## config.mk

```make
export PLATFORM = sky130hd
export DESIGN_NAME = pipe_addsub
export DESIGN_NICKNAME = d
export VERILOG_FILES = /design/src/rtl/pipe_addsub.sv
export SDC_FILE = /design/constraint.sdc
export NUM_CORES = 1
export LEC_CHECK = 0
export ABC_AREA = 1
export ABC_CLOCK_PERIOD_IN_PS = 16600
export CORE_ASPECT_RATIO = 1.25
export CORE_MARGIN = 2
export CORE_UTILIZATION = 46
export CTS_CLUSTER_SIZE = 12
export DETAILED_ROUTE_END_ITERATION = 10
export PLACE_DENSITY = 0.72
export SKIP_LAST_GASP = 1
export SYNTH_ARGS = -nofsm -noshare
export SYNTH_HDL_FRONTEND = slang
export SYNTH_SLANG_ARGS = --single-unit
```

## constraint.sdc

```tcl
create_clock -name clk -period 16.6 [get_ports clk]
set_input_delay 4.98 -clock clk [delete_from_list [all_inputs] [get_ports clk]]
set_output_delay 4.98 -clock clk [all_outputs]
set_load 0.02 [all_outputs]
```

## src/rtl/pipe_addsub.sv

```systemverilog
// pipe_addsub: pipelined N-bit adder/subtractor with valid/ready handshake.
// The carry chain is cut into SEG-bit segments with one register stage per segment
// (S = N/SEG stages). Reports raw carry-out and signed overflow.
// Optional feature macro: PIPE_ADDSUB_SAT_EN. When it is defined, the output sum is
// clamped on signed overflow. Without it, the sum wraps modulo 2^N.

module pipe_addsub #(
    parameter int unsigned N   = 32,
    parameter int unsigned SEG = 8
) (
    input  logic         clk,
    input  logic         rst,
    input  logic         in_valid,
    output logic         in_ready,
    input  logic [N-1:0] term_a,
    input  logic [N-1:0] term_b,
    input  logic         sub,
    output logic         out_valid,
    input  logic         out_ready,
    output logic [N-1:0] sum,
    output logic         carry,
    output logic         overflow
);

    localparam int unsigned S = N / SEG;

    if (N % SEG != 0) begin : g_bad_cfg
        $error("pipe_addsub: N must be an integer multiple of SEG");
    end

    // Per-stage state. r_a/r_b carry the not-yet-consumed upper operand segments.
    // r_res accumulates the finished low segments, so lower results are de-skewed.
    logic [N-1:0] r_a   [S];
    logic [N-1:0] r_b   [S];
    logic [N-1:0] r_res [S];
    logic         r_cy  [S];
    logic         r_vld [S];
    logic         r_ovf;

    // Stage inputs: stage 0 is fed from the ports, and stage k from register stage k-1.
    logic [N-1:0] w_a_in   [S];
    logic [N-1:0] w_b_in   [S];
    logic [N-1:0] w_res_in [S];
    logic         w_cy_in  [S];
    logic         w_vld_in [S];

    logic [SEG:0] w_seg    [S];
    logic [N-1:0] w_res_nx [S];
    logic         w_ovf_nx;
    logic         w_en;

    // Global stall: everything advances only when the output slot is free or draining.
    assign w_en      = !r_vld[S-1] || out_ready;
    assign in_ready  = w_en;
    assign out_valid = r_vld[S-1];
    assign sum       = r_res[S-1];
    assign carry     = r_cy[S-1];
    assign overflow  = r_ovf;

    // Stage input muxing and per-segment addition, including the output-stage flags.
    always_comb begin
        w_a_in[0]   = term_a;
        w_b_in[0]   = term_b ^ {N{sub}};
        w_res_in[0] = '0;
        w_cy_in[0]  = sub;
        w_vld_in[0] = in_valid;
        for (int unsigned k = 1; k < S; k++) begin
            w_a_in[k]   = r_a[k-1];
            w_b_in[k]   = r_b[k-1];
            w_res_in[k] = r_res[k-1];
            w_cy_in[k]  = r_cy[k-1];
            w_vld_in[k] = r_vld[k-1];
        end
        for (int unsigned k = 0; k < S; k++) begin
            w_seg[k] = {1'b0, w_a_in[k][k*SEG +: SEG]}
                     + {1'b0, w_b_in[k][k*SEG +: SEG]}
                     + {{SEG{1'b0}}, w_cy_in[k]};
            w_res_nx[k] = w_res_in[k];
            w_res_nx[k][k*SEG +: SEG] = w_seg[k][SEG-1:0];
        end
        // Overflow uses the unclamped MSB of the completed result.
        w_ovf_nx = (w_a_in[S-1][N-1] == w_b_in[S-1][N-1])
                && (w_res_nx[S-1][N-1] != w_a_in[S-1][N-1]);
`ifdef PIPE_ADDSUB_SAT_EN
        if (w_ovf_nx) begin
            w_res_nx[S-1] = w_a_in[S-1][N-1] ? {1'b1, {(N-1){1'b0}}}
                                             : {1'b0, {(N-1){1'b1}}};
        end
`endif
    end

    // Pipeline registers: async clear and a common hold whenever the output is stalled.
    always_ff @(posedge clk or posedge rst) begin
        if (rst) begin
            for (int unsigned k = 0; k < S; k++) begin
                r_a[k]   <= '0;
                r_b[k]   <= '0;
                r_res[k] <= '0;
                r_cy[k]  <= 1'b0;
                r_vld[k] <= 1'b0;
            end
            r_ovf <= 1'b0;
        end else if (w_en) begin
            for (int unsigned k = 0; k < S; k++) begin
                r_a[k]   <= w_a_in[k];
                r_b[k]   <= w_b_in[k];
                r_res[k] <= w_res_nx[k];
                r_cy[k]  <= w_seg[k][SEG];
                r_vld[k] <= w_vld_in[k];
            end
            r_ovf <= w_ovf_nx;
        end
    end

endmodule

```

==> flow_summary_export.csv <==
group,metric,value,unit
run_status,status,"finished, final reports clean",
timing,min_period_over_period,73.49,%
global_routing,grt_pass1_vias,5874,
setup_path,path_max_fanout,223,
power,swShare,37.48,%
setup_path,worst-setup-path-type,"input port to primary output",
drt,num_vias,6164,
floorplan,dieArea,20150,sq um
timing,grt_setup_unrepaired,"false",
layout,area_delta_synth_final,16.97,%
power,power_density,187.5,nW/um^2
yosys,synth_top_cell_by_area,"dfrtp_1",
drt,viasPerCell,4.797,
yosys,synth_nets,1094,
power,seqPwrFrac,39.3,%
cts,ctsHtreeMaxLevel,4,
cts,cts.sinks,185,
yosys,synth_seq_cells,185,
setup_path,crit_required,11.62,ns
layout,nFillCells,1663,
timing,clock_skew,0.006527,ns
cts,cts_root_buf,"clkbuf_16",
layout,multi_input_area,3328,sq um
drt,drt-total-wl,15640,microns
layout,regArea,4629,sq um
power,intPower,1.200,mW
yosys,ys_async_sr_fraction,100.0,%
yosys,synth_cell_types,24,
floorplan,ios,105,
power,power_leakage,4.977,nW
place,dpl.hpwl,10360,microns
timing,setup_viol,0,
cts,ctsHoldBuffers,0,
global_routing,grt_max_degree,224,
timing,worstMarginPinSlew,1.027,ns
layout,final_layout_size_suffix_gt1_share,4.084,%
layout,diodes,0,
drt,first_pass_iters,5,
yosys,yosysMostFrequentCell,"nand2_1",
floorplan,die_x,127.4,microns
yosys,ys_warn_count,0,
run,cap_violations,0,
yosys,ys_top_cells_by_count,"nand2_1 (356), dfrtp_1 (185), o21ai_0 (98), inv_1 (75), buf_4 (46)",
timing,slew_headroom,31.53,%
power,ir_drop,0.0001955,V
timing,hold_viol_final,0,
timing,finalSetupTns,0,ns
place,place_area,9614,sq um
power,combPwrFrac,38.7,%
yosys,synth_area,8750,sq um
drt,drc_errors,0,
timing,finalCriticalPeriod,12.20,ns
power,pwr-share-clk,22.0,%
floorplan,fp.dieH,158.2,microns
setup_path,worst_setup_path_end_kind,"primary output",
cts,clk_pin_slew,0.07,ns
setup_path,critical_path.startpoint_type,"input port",
timing,fmax,81.97,MHz
layout,fin_util,54.71,%
min_path,min-delay-path-class,"flop to flop",
cts,cts_buffers,17,
floorplan,start_util,46.77,%
place,gp_congestion,0.7954,
yosys,avgSynthCellArea,8.838,sq um
floorplan,fp.coreArea,18710,sq um
layout,nets,1144,
yosys,ys_top_cells_by_area,"dfrtp_1 (53%), nand2_1 (15%), o21ai_0 (5.6%), ha_1 (4.0%), buf_4 (3.9%)",
cts,clk_path_buf_depth,2,
global_routing,grt_pass1_wl,27520,microns
yosys,synth_enable_flop_cells,0,
cts,post_cts_buffers,0,
yosys,yosysSeqAreaShare,52.91,%
floorplan,fp-row-count,56,
power,p_sw,0.7193,mW
timing,slew_viol_final,0,
cts,clk_latency,0.44,ns
place,port_buffers,104,
cts,cts_resized,0,
yosys,syn_inst,990,
global_routing,grtUsageTotal,16.88,%
drt,wl_per_cell,12.17,microns
global_routing,antenna_found_initial,0,
setup_path,cp.arrival,7.22,ns
yosys,ys.flop_type,"dfrtp_1",
drt,drt_iter0_drc,390,
layout,design_area,10230,sq um
yosys,synth_top_area_share,52.91,%
cts,cts_tree,"yes",
drt,final_antenna_net_count,0,
global_routing,grt.overflow.total,0,
-- critical path, stage by stage --
cell             delay (ns)
clkdlybuf4s50_1        0.44
nor2_4                 0.13
buf_12                 0.55
inv_4                  0.33
clkdlybuf4s50_1        0.64
-- cell usage in the layout, fill, tap and decap left out, types with 7 or more instances in the layout --
cell / netlist / final
nand2_1: 356 / 356
dfrtp_1: 185 / 185
clkdlybuf4s50_1: 0 / 103
o21ai_0: 98 / 98
inv_1: 75 / 74
xnor2_1: 34 / 34
nand3_1: 32 / 32
ha_1: 28 / 28
o21ai_1: 25 / 25
a21oi_1: 18 / 18
clkbuf_16: 0 / 17
nor2_1: 16 / 16
nand4_1: 15 / 15
xor2_1: 7 / 7
fa_1: 7 / 7
-- registers in the layout (all words and copies together) (netlist names) --
register   flops
carry          1
out_valid      1
overflow       1
r_a           48
r_b           48
r_cy           3
r_res         48
r_vld          3
sum           32
-- logic make-up (layout without fill, tap and decap cells) --
kind of cell	after synthesis	after routing	share of synthesized area, %
buffers and inverters	152	215	9.052
AND/OR/NAND/NOR	431	431	19.85
adder cells (fa/ha/maj)	35	35	5.606
flip-flops	185	185	52.91
AO/OA/AOI/OAI	146	146	8.480
XOR/XNOR	41	41	4.104
-- power by group through the flow --
| stage | combinational [mW] | sequential, mW | clock, mW |
|---|---|---|---|
| floorplan | 0.603 | 0.736 | 0 |
| global placement | 0.726 | 0.759 | 0 |
| detailed placement | 0.747 | 0.762 | 0 |
| CTS | 0.752 | 0.755 | 0.430 |
| global route | 0.858 | 0.780 | 0.451 |
| finish | 0.742 | 0.754 | 0.423 |
-- final cells by class --
type                    instances  share of cell area, %
inverters                      76                  2.885
clock buffers                  18                  4.291
clock inverters                14                  1.773
flip-flops and latches        185                  45.23
well taps                     232                  2.836
multi-input cells             653                  32.52
repair buffers                107                  10.46
-- layer usage --
| layer | part of all wire [%] | GRT usage (%) |
|---|---|---|
| met1 | 50 | 24.40 |
| met4 | 1.1 | 6.279 |
| met2 | 45 | 25.41 |
| met5 | 0 | 0 |
| met3 | 3.6 | 3.244 |
-- per-stage QoR --
stage	setup slack, ns	hold slack [ns]	instances	power [mW]
after floorplan	6.131	0.4400	990	1.339
after global placement	4.411	0.4504	1253	1.485
after detailed placement	4.420	0.4545	1253	1.509
after CTS	4.414	0.4683	1285	1.938
after global routing	4.218	0.4882	1285	2.089
final	4.400	0.4639	1285	1.919
-- worst paths after layout --
| check | startpoint | endpoint | slack (ns) | cells after the start |
|---|---|---|---|---|
| setup / recovery | out_ready | in_ready | 4.40 | 5 |
| min in group asynchronous | rst | sum[25] | 5.06 | 2 |
| max in group asynchronous | rst | r_res[37] | 10.05 | 3 |
| hold reg to reg | r_res[40] | sum[8] | 0.46 | 2 |
| hold / removal | r_res[40] | sum[8] | 0.46 | 2 |
| setup reg to reg | out_valid | r_a[120] | 13.90 | 7 |
(Power assumes the default switching activity.)
